[src/rtl/monolith_axis_ip_master_sif_if.sv]
// AXI4-Stream master/slave bundle for the Monolith output path.
// Only the stream handshake lives here; clock and reset stay plain ports.
interface monolith_axis_ip_master_sif_if #(
  parameter int DATA_WIDTH = 32
) ();
  logic                    tvalid;
  logic [DATA_WIDTH-1:0]   tdata;
  logic [DATA_WIDTH/8-1:0] tstrb;
  logic                    tlast;
  logic                    tready;

  modport master (output tvalid, output tdata, output tstrb, output tlast, input tready);
  modport slave  (input tvalid, input tdata, input tstrb, input tlast, output tready);
endinterface

[src/rtl/monolith_axis_ip_master_sif.sv]
// Chunk-to-stream transmitter: buffers whole chunks, emits them word by word on AXIS.
// Optional feature macro: MONOLITH_AXIS_MASTER_PACKET_EN (TLAST once per PACKET_CHUNKS chunks).
module monolith_axis_ip_master_sif #(
  parameter int FIFO_CHUNK_SIZE      = 16,
  parameter int FIFO_CHUNK_COUNT     = 2,
  parameter int PACKET_CHUNKS        = 4,
  parameter int C_M_AXIS_TDATA_WIDTH = 32
) (
  input  logic                            M_AXIS_ACLK,
  input  logic                            M_AXIS_ARESET,
  input  logic                            fifo_write_strobe,
  input  logic [C_M_AXIS_TDATA_WIDTH-1:0] fifo_in [0:FIFO_CHUNK_SIZE-1],
  output logic                            fifo_full,
  output logic                            fifo_empty,
  monolith_axis_ip_master_sif_if.master   m_axis
);
  localparam int unsigned WORD_BITS = $clog2(FIFO_CHUNK_SIZE);
  localparam int unsigned SLOT_BITS = $clog2(FIFO_CHUNK_COUNT);
  localparam int unsigned RD_BITS   = WORD_BITS + SLOT_BITS + 1;

  logic [C_M_AXIS_TDATA_WIDTH-1:0] mem [0:FIFO_CHUNK_COUNT-1][0:FIFO_CHUNK_SIZE-1];
  logic [SLOT_BITS:0]   wr_chunk;
  logic [RD_BITS-1:0]   rd_word;
  logic [SLOT_BITS:0]   rd_chunk;
  logic [SLOT_BITS-1:0] wr_slot;
  logic [SLOT_BITS-1:0] rd_slot;
  logic [WORD_BITS-1:0] rd_index;
  logic                 write_en;
  logic                 xfer;
  logic                 last_word;

  assign rd_chunk = rd_word[RD_BITS-1:WORD_BITS];
  assign wr_slot  = wr_chunk[SLOT_BITS-1:0];
  assign rd_slot  = rd_chunk[SLOT_BITS-1:0];
  assign rd_index = rd_word[WORD_BITS-1:0];

  // Full/empty come from pre-edge pointers, so a write coinciding with the
  // freeing of the last slot is rejected.
  assign fifo_full  = (wr_slot == rd_slot) && (wr_chunk[SLOT_BITS] != rd_chunk[SLOT_BITS]);
  assign fifo_empty = (wr_chunk == rd_chunk);
  assign write_en   = fifo_write_strobe && !fifo_full;
  assign xfer       = m_axis.tvalid && m_axis.tready;
  assign last_word  = &rd_index;

  assign m_axis.tvalid = !fifo_empty;
  assign m_axis.tdata  = mem[rd_slot][rd_index];
  assign m_axis.tstrb  = '1;

  always_ff @(posedge M_AXIS_ACLK or posedge M_AXIS_ARESET) begin
    if (M_AXIS_ARESET) begin
      for (int unsigned s = 0; s < FIFO_CHUNK_COUNT; s++) begin
        for (int unsigned w = 0; w < FIFO_CHUNK_SIZE; w++) begin
          mem[SLOT_BITS'(s)][WORD_BITS'(w)] <= '0;
        end
      end
    end else if (write_en) begin
      for (int unsigned w = 0; w < FIFO_CHUNK_SIZE; w++) begin
        mem[wr_slot][WORD_BITS'(w)] <= fifo_in[w];
      end
    end
  end

  always_ff @(posedge M_AXIS_ACLK or posedge M_AXIS_ARESET) begin
    if (M_AXIS_ARESET) begin
      wr_chunk <= '0;
      rd_word  <= '0;
    end else begin
      if (write_en) wr_chunk <= wr_chunk + 1'b1;
      if (xfer)     rd_word  <= rd_word + 1'b1;
    end
  end

`ifdef MONOLITH_AXIS_MASTER_PACKET_EN
  localparam int unsigned PKT_BITS = (PACKET_CHUNKS > 1) ? $clog2(PACKET_CHUNKS) : 1;
  logic [PKT_BITS-1:0] pkt_cnt;

  always_ff @(posedge M_AXIS_ACLK or posedge M_AXIS_ARESET) begin
    if (M_AXIS_ARESET) begin
      pkt_cnt <= '0;
    end else if (xfer && last_word) begin
      pkt_cnt <= (pkt_cnt == PKT_BITS'(PACKET_CHUNKS - 1)) ? '0 : pkt_cnt + 1'b1;
    end
  end

  assign m_axis.tlast = last_word && (pkt_cnt == PKT_BITS'(PACKET_CHUNKS - 1));
`else
  assign m_axis.tlast = last_word;
`endif
endmodule

[src/flat_wrapper.sv]
// flat-port wrapper written by rule: the top's interface ports become plain ports
module monolith_axis_ip_master_sif_flat 
#(
  parameter int FIFO_CHUNK_SIZE      = 16,
  parameter int FIFO_CHUNK_COUNT     = 2,
  parameter int PACKET_CHUNKS        = 4,
  parameter int C_M_AXIS_TDATA_WIDTH = 32
)
  (M_AXIS_ACLK, M_AXIS_ARESET, fifo_write_strobe, fifo_in, fifo_full, fifo_empty, m_axis_tvalid, m_axis_tdata, m_axis_tstrb, m_axis_tlast, m_axis_tready);
  monolith_axis_ip_master_sif_if #(.DATA_WIDTH((32))) m_axis_i ();
  input  logic M_AXIS_ACLK;
  input  logic M_AXIS_ARESET;
  input  logic fifo_write_strobe;
  input  logic [C_M_AXIS_TDATA_WIDTH-1:0] fifo_in[0:FIFO_CHUNK_SIZE-1];
  output logic fifo_full;
  output logic fifo_empty;
  output wire logic [$bits(m_axis_i.tvalid)-1:0] m_axis_tvalid;
  output wire logic [$bits(m_axis_i.tdata)-1:0] m_axis_tdata;
  output wire logic [$bits(m_axis_i.tstrb)-1:0] m_axis_tstrb;
  output wire logic [$bits(m_axis_i.tlast)-1:0] m_axis_tlast;
  input wire logic [$bits(m_axis_i.tready)-1:0] m_axis_tready;
  assign m_axis_tvalid = m_axis_i.tvalid;
  assign m_axis_tdata = m_axis_i.tdata;
  assign m_axis_tstrb = m_axis_i.tstrb;
  assign m_axis_tlast = m_axis_i.tlast;
  assign m_axis_i.tready = m_axis_tready;
  monolith_axis_ip_master_sif #(.FIFO_CHUNK_SIZE(FIFO_CHUNK_SIZE), .FIFO_CHUNK_COUNT(FIFO_CHUNK_COUNT), .PACKET_CHUNKS(PACKET_CHUNKS), .C_M_AXIS_TDATA_WIDTH(C_M_AXIS_TDATA_WIDTH)) u_core (.M_AXIS_ACLK(M_AXIS_ACLK), .M_AXIS_ARESET(M_AXIS_ARESET), .fifo_write_strobe(fifo_write_strobe), .fifo_in(fifo_in), .fifo_full(fifo_full), .fifo_empty(fifo_empty), .m_axis(m_axis_i));
endmodule
[config.mk]
export PLATFORM = sky130hd
export DESIGN_NAME = monolith_axis_ip_master_sif_flat
export DESIGN_NICKNAME = d
export VERILOG_FILES = /design/src/rtl/monolith_axis_ip_master_sif_if.sv /design/src/rtl/monolith_axis_ip_master_sif.sv /design/src/flat_wrapper.sv
export SDC_FILE = /design/constraint.sdc
export NUM_CORES = 2
export LEC_CHECK = 0
export CORE_ASPECT_RATIO = 0.8
export CORE_MARGIN = 2
export CORE_UTILIZATION = 60
export CTS_CLUSTER_SIZE = 16
export DETAILED_ROUTE_END_ITERATION = 16
export PLACE_DENSITY = 0.83
export SLEW_MARGIN = 20
export SYNTH_ARGS = -nofsm -noshare
export SYNTH_HDL_FRONTEND = slang
export SYNTH_SLANG_ARGS = --single-unit
export TNS_END_PERCENT = 10
[constraint.sdc]
create_clock -name M_AXIS_ACLK -period 59.6 [get_ports M_AXIS_ACLK]
set_input_delay 8.94 -clock M_AXIS_ACLK [delete_from_list [all_inputs] [get_ports M_AXIS_ACLK]]
set_output_delay 8.94 -clock M_AXIS_ACLK [all_outputs]
set_load 0.01 [all_outputs]
==> flow_metrics.tcl <==
set metrics [dict create \
    drive_above_1_share 0.320 \
    placedInstanceArea_um2 53000 \
    wirelength_um 130000 \
    max_freq_ghz 0.0671 \
    skew_ns 0.0189 \
    crit_chain "buf_4 > buf_4 > buf_4 > mux2i_1 > a22oi_1 > a31oi_1 > nand3_1 > clkdlybuf4s50_1" \
    yosysTopAreaCellShare 0.550 \
    fin_area_um2 56500 \
    rows 91 \
    syn-mean-instance-area_um2 14.0 \
    insertion_delay_ns 0.67 \
    ant_nets 0 \
    crit_required_ns 50.66 \
    gr-usage-met3 0.0586 \
    holdBufCountCts 0 \
    drv_slew 0 \
    antenna_found_initial 50 \
    grt_overflow 0 \
    root_buffer "clkbuf_16" \
    vias 30400 \
    synth_common_cells "dfrtp_1, mux2_2, mux2i_1, buf_2, nand2_1" \
    synth_most_common_cell "dfrtp_1" \
    finalSetupViolCount 0 \
    viasPerCell 6.12 \
    ys_ff_latch 1032 \
    use_met1 0.463 \
    hold_viol 0 \
    crit_slowest_cell "buf_4" \
    cts_tree "built" \
    yosys_warnings 0 \
    io_buffers 551 \
    cts-buffers-inserted 100 \
    p_per_area_nw_per_um2 59.6 \
    grt_max_degree 178 \
    p_leak_uw 0.0236 \
    worst_slew_pin_slew_ns 1.21 \
    grt_most_used_layer "met2" \
    yosysTopAreaCell "dfrtp_1" \
    dp_hpwl_um 86900 \
    clockBufferDepth 3 \
    arrival_ns 5.97 \
    crit_top_cell "buf_4" \
    grtUsageMet2 0.474 \
    dominantRegCellSynth "dfrtp_1" \
    fill_cells 5101 \
    vdd_ir_drop_max_mv 0.0411 \
    dr.pass1.iters 5 \
    finalSetupTns_ns 0 \
    wl_per_cell_um 26.2 \
    post_cts_buffers 0 \
    drc 0 \
    grt_pass1_wl_um 192000 \
    grt_pass1_vias 30800 \
    fin_crit_ns 14.91 \
    synth-edff-count 0 \
    start_kind "flip-flop" \
    nNetsFinal 4335 \
    die-area_um2 80600 \
    clkSinkCount 1032 \
    cp-end-kind "output pin" \
    outcome "completed" \
    slowest_delay_ns 0.94 \
    io_pins 556 \
    layout_worst_path_cycle_share 0.250 \
    path_clk_slew_ns 0.06 \
    start_util 0.608 \
    die_x_um 317 \
    async_reset_ff_frac 1.00 \
    seq_area_frac_synth 0.550 \
    path_class "reg2out" \
    syn_inst 3365 \
    rsz0062_at_grt "false" \
    yosysUniqueCellTypes 29 \
    crit_fanout 60 \
    area_delta_synth_final_pct 20.2 \
    slew_headroom 0.186 \
    cts_resized 0 \
    synth_area_um2 47000 \
    grtUsageTotal 0.318 \
    core_region_area_um2 77300 \
    drt_iter0_markers 2685 \
    min_path_type "reg2reg" \
    h-tree-depth 3 \
    drv_cap 0 \
    synthTopCellsByArea "dfrtp_1, mux2_2, mux2i_1" \
    gp_congestion 0.875 \
    die_h_um 254 \
]
per-stage QoR:
step / power [uW] / setup WS (ns) / hold slack [ns] / instances / utilization
finish: 3370 / 44.69 / 0.502 / 4966 / 0.731
global route: 3530 / 44.58 / 0.510 / 4951 / 0.730
CTS: 3360 / 44.69 / 0.505 / 4925 / 0.729
detailed placement: 2700 / 45.43 / 0.491 / 4739 / 0.685
global placement: 2650 / 45.40 / 0.486 / 4739 / 0.685
floorplan: 2240 / 21.62 / 0.479 / 3368 / -
state kept, by name, summed over array words and instances, names as in the netlist:
name	flops
u_core.rd_word	6
u_core.wr_chunk	2
u_core.mem	1024
cells in the final DEF, fill, tap and decap left out, drive strengths merged:
cell type	n
nor2b	3
clkinv	18
nand2b	2
nor2	2
nor3	32
clkinvlp	4
a22oi	96
nand2	103
nand3	98
diode	41
and3	2
clkdlybuf4s50	551
and2	2
ha	1
inv	9
bufinv	7
buf	43
a22o	64
o21ai	2
or2	1
conb	4
mux2	1025
dfrtp	1032
a21oi	97
a31oi	32
xor2	3
clkbuf	151
xnor2	6
mux2i	512
final timing paths:
path	startpoint	endpoint	slack, ns	depth (start not counted)
setup / recovery	u_core.rd_word[4]	m_axis_tdata[29]	44.69	8
hold / removal	u_core.mem[940]	u_core.mem[940]	0.50	1
setup reg to reg	u_core.rd_word[4]	u_core.mem[106]	53.37	7
hold reg to reg	u_core.mem[940]	u_core.mem[940]	0.50	1
max in group asynchronous	M_AXIS_ARESET	u_core.rd_word[4]	47.58	5
min in group asynchronous	M_AXIS_ARESET	u_core.mem[786]	8.81	2
routing by layer:
metal  up-vias  wire [um]
met5         -        119
met4        20       4850
met3       214       8270
met2       894      59200
met1     16000      57600
li1      13300          -
cell type report:
class	instances	area [um^2]	share of cell area
Inverter	3	18.8	0.000332
Antenna cell	41	103	0.00182
Multi-Input combinational cell	2087	19900	0.353
Clock inverter	35	383	0.00678
Timing Repair Buffer	594	5920	0.105
Clock buffer	151	3040	0.0537
Tap cell	1023	1280	0.0227
Sequential cell	1032	25800	0.457
power breakdown:
group,internal (uW),switching (uW),leakage [uW],total [uW]
Combinational,729,726,0.00981,1460
Sequential,1060,194,0.0121,1260
Clock,382,274,0.00169,656
Total,2180,1190,0.0236,3370
critical path: cells and delay by family, from the launching register on:
family	cells	cell delay, ns
buf+inv	4	3.21
simple gates	1	0.22
compound gates	2	0.62
mux	1	0.31
flops	1	0.77
cell families (layout without fill, tap and decap cells):
| group | count (synthesis) | after routing | synth area share |
|---|---|---|---|
| AO/OA/AOI/OAI | 291 | 291 | 0.0422 |
| other | 1 | 45 | 0.0000798 |
| AND/OR/NAND/NOR | 245 | 245 | 0.0236 |
| multiplexers | 1537 | 1537 | 0.355 |
| flip-flops | 1032 | 1032 | 0.550 |
| buffers and inverters | 249 | 783 | 0.0276 |
| XOR/XNOR | 9 | 9 | 0.00184 |
| adder cells (fa/ha/maj) | 1 | 1 | 0.000266 |
Note: power is estimated with default switching activity, not from simulation.
